## src/rtl/monument_pkg.sv

```systemverilog
// Shared screen geometry, colour encoding, engine states and the framebuffer
// address helper for the sprite redraw engine.
package monument_pkg;

    localparam int unsigned SCREEN_WIDTH  = 320;
    localparam int unsigned SCREEN_HEIGHT = 240;
    localparam int unsigned COLOUR_W      = 3;
    localparam int unsigned X_W           = 9;
    localparam int unsigned Y_W           = 8;
    localparam int unsigned BG_ADDR_W     = 17;

    localparam logic [COLOUR_W-1:0] TRANSPARENT_COLOUR = 3'b101;

    typedef enum logic [2:0] {
        S_INIT_DRAW,
        S_IDLE,
        S_ERASE,
        S_UPDATE,
        S_DRAW,
        S_FINISH
    } state_t;

    // y*320+x built from shifts so no multiplier is needed
    function automatic logic [BG_ADDR_W-1:0] pixel_addr(input logic [Y_W-1:0] py,
                                                        input logic [X_W-1:0] px);
        return (BG_ADDR_W'(py) << 8) + (BG_ADDR_W'(py) << 6) + BG_ADDR_W'(px);
    endfunction

endpackage

```

## src/rtl/sprite_redraw_engine_scan.sv

```systemverilog
// Column/row raster counter over the sprite footprint, with a one-stage
// delayed copy that lines up with synchronous ROM data.
module sprite_scan_counter #(
    parameter int unsigned COLS = 8,
    parameter int unsigned ROWS = 8
) (
    input  logic                      clock,
    input  logic                      resetn,
    input  logic                      start,
    output logic [$clog2(COLS)-1:0]   col,
    output logic [$clog2(ROWS)-1:0]   row,
    output logic                      active,
    output logic [$clog2(COLS)-1:0]   col_d,
    output logic [$clog2(ROWS)-1:0]   row_d,
    output logic                      valid_d
);

    localparam int unsigned COL_W = $clog2(COLS);
    localparam int unsigned ROW_W = $clog2(ROWS);
    localparam logic [COL_W-1:0] COL_MAX = COL_W'(COLS - 1);
    localparam logic [ROW_W-1:0] ROW_MAX = ROW_W'(ROWS - 1);

    logic last_c;
    assign last_c = active && (col == COL_MAX) && (row == ROW_MAX);

    // Comes out of reset already scanning so the first draw needs no start pulse
    always_ff @(posedge clock or negedge resetn) begin
        if (!resetn) begin
            col     <= '0;
            row     <= '0;
            active  <= 1'b1;
            col_d   <= '0;
            row_d   <= '0;
            valid_d <= 1'b0;
        end else begin
            col_d   <= col;
            row_d   <= row;
            valid_d <= active;
            if (start) begin
                col    <= '0;
                row    <= '0;
                active <= 1'b1;
            end else if (active) begin
                if (last_c) begin
                    active <= 1'b0;
                    col    <= '0;
                end else if (col == COL_MAX) begin
                    col <= '0;
                    row <= row + ROW_W'(1);
                end else begin
                    col <= col + COL_W'(1);
                end
            end
        end
    end

endmodule

```

## src/rtl/sprite_redraw_engine.sv

```systemverilog
// Sprite redraw engine: erases the old sprite footprint from the background ROM,
// steps the position one increment per axis (clamped), then redraws the sprite.
module sprite_redraw_engine
    import monument_pkg::*;
#(
    parameter int unsigned SPRITE_W = 8,
    parameter int unsigned SPRITE_H = 8,
    parameter int unsigned SCREEN_W = SCREEN_WIDTH,
    parameter int unsigned SCREEN_H = SCREEN_HEIGHT,
    parameter int unsigned STEP     = 4,
    parameter int unsigned X_START  = 0,
    parameter int unsigned Y_START  = 0,
    parameter logic [COLOUR_W-1:0] TRANSPARENT = TRANSPARENT_COLOUR
) (
    input  logic                                   clock,
    input  logic                                   resetn,
    input  logic                                   req,
    input  logic [1:0]                             dir,
    output logic                                   busy,
    output logic                                   done,
    output logic [BG_ADDR_W-1:0]                   bg_addr,
    input  logic [COLOUR_W-1:0]                    bg_data,
    output logic [$clog2(SPRITE_W*SPRITE_H)-1:0]   spr_addr,
    input  logic [COLOUR_W-1:0]                    spr_data,
    output logic [X_W-1:0]                         x,
    output logic [Y_W-1:0]                         y,
    output logic [COLOUR_W-1:0]                    colour,
    output logic                                   plot,
    output logic [X_W-1:0]                         pos_x,
    output logic [Y_W-1:0]                         pos_y
);

    localparam int unsigned COL_W  = $clog2(SPRITE_W);
    localparam int unsigned ROW_W  = $clog2(SPRITE_H);
    localparam int unsigned SPR_AW = $clog2(SPRITE_W * SPRITE_H);
    localparam int unsigned MAX_X  = SCREEN_W - SPRITE_W;
    localparam int unsigned MAX_Y  = SCREEN_H - SPRITE_H;
    localparam logic signed [10:0] STEP_S  = 11'(STEP);
    localparam logic signed [10:0] MAX_X_S = 11'(MAX_X);
    localparam logic signed [10:0] MAX_Y_S = 11'(MAX_Y);

    state_t             state;
    logic [1:0]         dir_q;
    logic [COL_W-1:0]   col, col_d;
    logic [ROW_W-1:0]   row, row_d;
    logic               scan_active, valid_d;
    logic               scan_start_c;
    logic signed [10:0] nx_c, ny_c;
    logic [X_W-1:0]     next_x_c;
    logic [Y_W-1:0]     next_y_c;

    assign scan_start_c = ((state == S_IDLE) && req) || (state == S_UPDATE);

    sprite_scan_counter #(
        .COLS (SPRITE_W),
        .ROWS (SPRITE_H)
    ) u_scan (
        .clock   (clock),
        .resetn  (resetn),
        .start   (scan_start_c),
        .col     (col),
        .row     (row),
        .active  (scan_active),
        .col_d   (col_d),
        .row_d   (row_d),
        .valid_d (valid_d)
    );

    assign bg_addr  = pixel_addr(pos_y + Y_W'(row), pos_x + X_W'(col));
    assign spr_addr = SPR_AW'({row, col});

    // Signed step so a move past the left/top edge is visible before clamping
    always_comb begin
        nx_c = $signed(11'(pos_x));
        ny_c = $signed(11'(pos_y));
        nx_c = dir_q[1] ? nx_c + STEP_S : nx_c - STEP_S;
        ny_c = dir_q[0] ? ny_c - STEP_S : ny_c + STEP_S;
        if (nx_c[10])           next_x_c = '0;
        else if (nx_c > MAX_X_S) next_x_c = X_W'(MAX_X);
        else                     next_x_c = X_W'(nx_c);
        if (ny_c[10])           next_y_c = '0;
        else if (ny_c > MAX_Y_S) next_y_c = Y_W'(MAX_Y);
        else                     next_y_c = Y_W'(ny_c);
    end

    always_ff @(posedge clock or negedge resetn) begin
        if (!resetn) begin
            state  <= S_INIT_DRAW;
            pos_x  <= X_W'(X_START);
            pos_y  <= Y_W'(Y_START);
            dir_q  <= '0;
            busy   <= 1'b1;
            done   <= 1'b0;
            plot   <= 1'b0;
            x      <= '0;
            y      <= '0;
            colour <= '0;
        end else begin
            done <= 1'b0;

            // Pixel output stage runs off the delayed scan so it drains past the state change
            if (valid_d) begin
                x <= pos_x + X_W'(col_d);
                y <= pos_y + Y_W'(row_d);
                if (state == S_ERASE) begin
                    colour <= bg_data;
                    plot   <= 1'b1;
                end else begin
                    colour <= spr_data;
                    plot   <= (spr_data != TRANSPARENT);
                end
            end else begin
                plot <= 1'b0;
            end

            case (state)
                S_INIT_DRAW, S_DRAW: begin
                    if (!scan_active) begin
                        state <= S_FINISH;
                        busy  <= 1'b0;
                        done  <= 1'b1;
                    end
                end
                S_IDLE: begin
                    if (req) begin
                        state <= S_ERASE;
                        dir_q <= dir;
                        busy  <= 1'b1;
                    end
                end
                S_ERASE: begin
                    if (!scan_active) state <= S_UPDATE;
                end
                S_UPDATE: begin
                    state <= S_DRAW;
                    pos_x <= next_x_c;
                    pos_y <= next_y_c;
                end
                S_FINISH: state <= S_IDLE;
                default:  state <= S_IDLE;
            endcase
        end
    end

endmodule

```

## config.mk

```make
export PLATFORM = sky130hd
export DESIGN_NAME = sprite_redraw_engine
export DESIGN_NICKNAME = d
export VERILOG_FILES = /design/src/rtl/monument_pkg.sv /design/src/rtl/sprite_redraw_engine_scan.sv /design/src/rtl/sprite_redraw_engine.sv
export SDC_FILE = /design/constraint.sdc
export NUM_CORES = 1
export LEC_CHECK = 0
export CAP_MARGIN = 20
export CORE_MARGIN = 4
export CORE_UTILIZATION = 25
export DETAILED_ROUTE_END_ITERATION = 7
export HOLD_SLACK_MARGIN = 0.06
export PLACE_DENSITY = 0.47
export RECOVER_POWER = 100
export REMOVE_ABC_BUFFERS = 1
export SYNTH_ARGS = -nofsm -noshare
export SYNTH_HDL_FRONTEND = slang
export SYNTH_SLANG_ARGS = --single-unit
```

## constraint.sdc

```tcl
create_clock -name clock -period 3.7 [get_ports clock]
set_input_delay 0.555 -clock clock [delete_from_list [all_inputs] [get_ports clock]]
set_output_delay 0.555 -clock clock [all_outputs]
set_load 0.01 [all_outputs]
```

* After elaboration in Yosys (flattened, before gate mapping) *
Index checks and enable logic that the tools add are counted.

storage, ports and cells
  register bits after elaboration = 59
  bits in latches = 0
  RAM bits = 0
  bits in read-only memories = 0
  bits of input ports = 11
  output and inout port bits = 63
  word-level logic and storage cells = 83
  memories kept = 0

operators by class
  add/sub/neg operators = 12
  multiply operators = 0
  divide/modulo/power cells = 0
  magnitude comparators = 2
  equal/unequal tests = 11
  shifts and indexed selects = 0
  multiplexer cells = 29
  bitwise gates (word level) = 0
  reductions and logical operators = 13

operators with widths
  cell                  count
  $mux 3                12
  $mux 11               2
  $add 9x3->9           2
  $mux 9                2
  $add 16x14->17        1
  $add 17x9->17         1
  $add 8x3->8           2
  $mux 8                2
  $pmux 3 s4            1
  $gt 11x10->1 const B  1
  $gt 11x9->1 const B   1
  $add 9x3->10 const B  1
  $sub 9x3->10 const B  1
  $add 8x3->9 const B   1
  $eq 3x3->1 const B    3
  $mux 1                9
  $reduce_and 3->1      3
  $sub 8x3->9 const B   1
  $ne 2x2->1 const B    4
  $add 3x1->3 const B   2
  $eq 3x2->1 const B    2
  $reduce_bool 2->1     3
  $eq 3x1->1 const B    1
  $logic_and 1x1->1     3
  other kinds (6)       6

* Depth between registers and ports, before layout *
  depth after elaboration = 6
  depth in mapped cells = 12
  depth with buffers taken out = 11

* By module *
A second synthesis with hierarchy kept.

unflattened totals
  cells, all modules = 380
  area, all modules = 3549.7 µm²

by module, submodules not included
  module                instances  cells an instance  area an instance (µm²)  sequential area each (µm²)
  sprite_redraw_engine  1          344                3027.9                  1027.2
  sprite_scan_counter   1          36                 521.8                   351.6

* Worst setup path after synthesis *
No wires, ideal clock.

  kind = register to output
  from = register pos_x[3]
  to = output port bg_addr[13]
  arrival time = 3039 ps
  required time = 3145 ps
  setup slack = 106 ps
  cell stages (with the launch flop) = 12
  buffers on the path = 1
  path through = dfrtp_1 -> clkbuf_1 -> nand3_1 -> nor2_1 -> xor2_1 -> fa_1 -> fa_1 -> a21o_1 -> a21oi_1 -> o21bai_1 -> a21oi_1 -> xnor2_1

on the way
  longest elaborated chain between the ends = 2

RTL lines
  item                    line                         RTL
  start, declared         sprite_redraw_engine.sv:29   output logic [X_W-1:0] pos_x,
  start signal, assigned  sprite_redraw_engine.sv:89   pos_x <= X_W'(X_START);
  start signal, assigned  sprite_redraw_engine.sv:136  pos_x <= next_x_c;
  $add 9x3->9             sprite_redraw_engine.sv:69   assign bg_addr = pixel_addr(pos_y + Y_W'(row), pos_x + X_W'(col));
  $add 17x9->17           monument_pkg.sv:26           return (BG_ADDR_W'(py) << 8) + (BG_ADDR_W'(py) << 6) + BG_ADDR_W'(px);
  end, declared           sprite_redraw_engine.sv:21   output logic [BG_ADDR_W-1:0] bg_addr,

No other way between the ends.

* Worst setup path after layout *
  from = register u_scan.col[2]
  to = output port bg_addr[11]

on the way
  longest elaborated chain between the ends = 2

RTL lines
  item                    line                             RTL
  start, declared         sprite_redraw_engine_scan.sv:10  output logic [$clog2(COLS)-1:0] col,
  start signal, assigned  sprite_redraw_engine_scan.sv:51  col <= col + COL_W'(1);
  $add 9x3->9             sprite_redraw_engine.sv:69
  $add 17x9->17           monument_pkg.sv:26

No other way between the ends.

==> impl_metrics.json <==
{
  "port_buffers": 69,
  "drive_gt1_frac": 0.128,
  "yosysWarnings": 0,
  "synth_flop_cell": "dfrtp_1",
  "seq_area_frac_synth": 0.385,
  "die_height_um": 128,
  "clock_latency_ns": 0.30,
  "power.density_mw_per_mm2": 306,
  "max_freq_mhz": 281,
  "dieArea_mm2": 0.0163,
  "top_usage_layer": "met2",
  "rsz0062_at_grt": "true",
  "io_pins": 74,
  "worst-path-max-fanout": 4,
  "failed_checks": "max-capacitance violations, max-slew violations",
  "max-slew-margin-rel": -0.0442,
  "slew_violations": 28,
  "fin_skew_ns": 0.0100,
  "syn_inst": 378,
  "synth_cell_types": 57,
  "track_usage": 0.116,
  "hp-class": "input port to asynchronous set/reset pin",
  "cts_tree": "yes",
  "cts_num_sinks": 55,
  "cap_viol_max_count": 1,
  "syn_to_final_growth_pct": 32.2,
  "yosys.area.top_type": "dfrtp_1",
  "synth_edf_count": 0,
  "use_met3": 0.0171,
  "grt_pass1_vias": 3007,
  "synth_top_area_share": 0.370,
  "drt_iter0_drc": 150,
  "hold_viol": 0,
  "tns_ns": 0,
  "nets": 502,
  "wire_per_inst_um": 14.3,
  "critPathLaunchType": "flip-flop",
  "setup.worst_path.class": "flip-flop to output pin",
  "via_per_inst": 4.58,
  "postLayoutCoreUtil": 0.340,
  "finalPower_mw": 1.45,
  "arrival_ns": 3.00,
  "grtUsageMet1": 0.152,
  "clockRootBuffer": "clkbuf_16",
  "detailed_place.area_mm2": 0.00456,
  "routed_wl_mm": 9.16,
  "gp_congestion": 0.833,
  "cts_hold_buf": 0,
  "required_ns": 3.14,
  "initial_core_util": 0.257,
  "firstDrtPassIters": 4,
  "power.leakage_nw": 2.09,
  "path_clk_slew_ns": 0.07,
  "worstMarginPinSlew_ns": 1.57,
  "use_met2": 0.193,
  "htree_levels": 2,
  "fin_crit_sh": 0.961,
  "diodes": 0,
  "antenna_found_initial": 0,
  "final_area_mm2": 0.00473,
  "core_mm2": 0.0139,
  "finalSetupViolCount": 0,
  "status": "finished with violations",
  "dpl.hpwl_mm": 6.88,
  "syn_area_mm2": 0.00358,
  "grt_max_degree": 42,
  "ir_drop_v": 0.000194,
  "grt_remaining_overflow": 0,
  "num_vias": 2943,
  "drc_errors": 0,
  "grt_pass1_wl_mm": 15.3,
  "fp.dieW_um": 128,
  "ant_nets": 0,
  "rows": 43,
  "cts_buffer_depth": 2,
  "numCtsBuffers": 5,
  "postSynthAreaPerCell_um2": 9.48,
  "synth_async_sr_flop_share": 1.00,
  "netlist_top_cells_area": "dfrtp_1, ha_1, xnor2_1",
  "crit_path_end_kind": "output pin",
  "synth_seq_cells": 55,
  "period_minus_slack_ns": 3.56
}
[synth_stat cells, types with 3 or more instances]
cell and count:
dfrtp_1 53, clkbuf_1 12, nor2_1 46, buf_4 9
mux2i_1 8, xnor2_1 23, a31oi_1 4, xor2_1 14
buf_2 5, o21ai_0 11, o21ai_1 6, mux2_2 8
nand3_1 8, nor3b_1 3, nand2b_1 4, a21oi_1 28
nand3b_1 3, o21bai_1 3, nor3_1 10, nand2_1 24
nand4_1 3, inv_1 14, ha_1 28, a21o_1 5
[critical path: stages (launching register included)]
cell           delay (ns)
dfrtp_1              0.38
ha_2                 0.20
buf_4                0.15
nand3_1              0.09
xnor2_1              0.12
ha_1                 0.25
ha_2                 0.21
fa_2                 0.39
a21o_1               0.20
a21oi_2              0.19
buf_4                0.14
xnor2_1              0.10
dlygate4sd2_1        0.28
[area by class of cell]
cell class	instances	area [µm²]
Inverter	14	52.6
Clock inverter	2	37.5
Multi-Input combinational cell	284	2060
Clock buffer	6	129
Fill cell	1431	9200
Sequential cell	55	1380
Timing Repair Buffer	101	852
Tap cell	180	225
[report_power, final]
| part | switching, mW | internal, mW |
|---|---|---|
| sequential | 0.0132 | 0.616 |
| clock | 0.222 | 0.320 |
| combinational | 0.148 | 0.132 |
[placed cells by master (no fill, tap or decap), drive strengths merged, types with 4 or more instances in the layout]
master | netlist | routed
dfrtp | 53 | 53
nor2 | 46 | 46
dlygate4sd3 | 0 | 38
a21oi | 28 | 28
ha | 28 | 28
nand2 | 24 | 24
xnor2 | 23 | 23
clkdlybuf4s50 | 0 | 23
buf | 17 | 22
clkbuf | 12 | 22
o21ai | 17 | 17
inv | 14 | 14
xor2 | 14 | 14
nor3 | 10 | 10
mux2 | 8 | 8
mux2i | 8 | 8
nand3 | 8 | 8
a21o | 5 | 5
conb | 1 | 5
nand2b | 4 | 4
a31oi | 4 | 4
[kinds of logic (layout without fill, tap and decap cells)]
logic type | after synthesis | count (layout) | share of synthesized area
other cells | 1 | 5 | 0.00105
mux | 16 | 16 | 0.0475
compound gates | 78 | 78 | 0.139
flops | 55 | 55 | 0.385
buf+inv | 43 | 123 | 0.0583
simple gates | 118 | 118 | 0.170
fa+ha+maj | 30 | 30 | 0.109
xor+xnor | 37 | 37 | 0.0905
[flip-flops by register name, summed over array words and instances, names as in the netlist]
| register | count |
|---|---|
| x | 9 |
| y | 8 |
| pos_x | 7 |
| pos_y | 6 |
| colour | 3 |
| state | 3 |
| u_scan.col | 3 |
| u_scan.col_d | 3 |
| u_scan.row | 3 |
| u_scan.row_d | 3 |
| dir_q | 2 |
| busy | 1 |
| done | 1 |
| plot | 1 |
| u_scan.active | 1 |
| u_scan.valid_d | 1 |
[repair_timing]
action | 4_1_cts | 5_1_grt
resized for setup | 19 | 12
pin swaps | 6 | 7
endpoints found under the setup margin | 7 | 7
setup buffers | 2 | 1
[metal layers]
| metal | share of wire | vias to the layer above |
|---|---|---|
| li1 | - | 1476 |
| met1 | 0.48 | 1401 |
| met2 | 0.47 | 56 |
| met3 | 0.033 | 10 |
| met4 | 0.021 | 0 |
| met5 | 0 | - |
[metrics by stage]
stage | cells | worst slack [ns] | hold slack [ns]
5_1_grt | 642 | -0.0304 | 0.425
2_1_floorplan | 353 | 0.180 | 0.259
3_5_place_dp | 630 | -0.234 | 0.464
4_1_cts | 640 | 0.00227 | 0.471
6_report | 642 | 0.145 | 0.350
3_3_place_gp | 630 | -0.181 | 0.457
[final timing paths]
kind,start,endpoint,slack (ns),cells past startpoint
worst max-delay path,u_scan.col[2],bg_addr[11],0.14,12
worst min-delay path,resetn,x[4],0.35,1
worst max register to register,pos_x[2],pos_x[3],1.13,8
worst min register to register,u_scan.col[1],u_scan.col_d[1],0.47,0
max in group asynchronous,resetn,u_scan.row[1],1.42,2
min in group clock,u_scan.col[1],u_scan.col_d[1],0.47,0
Power figures use the tool's default switching activity.
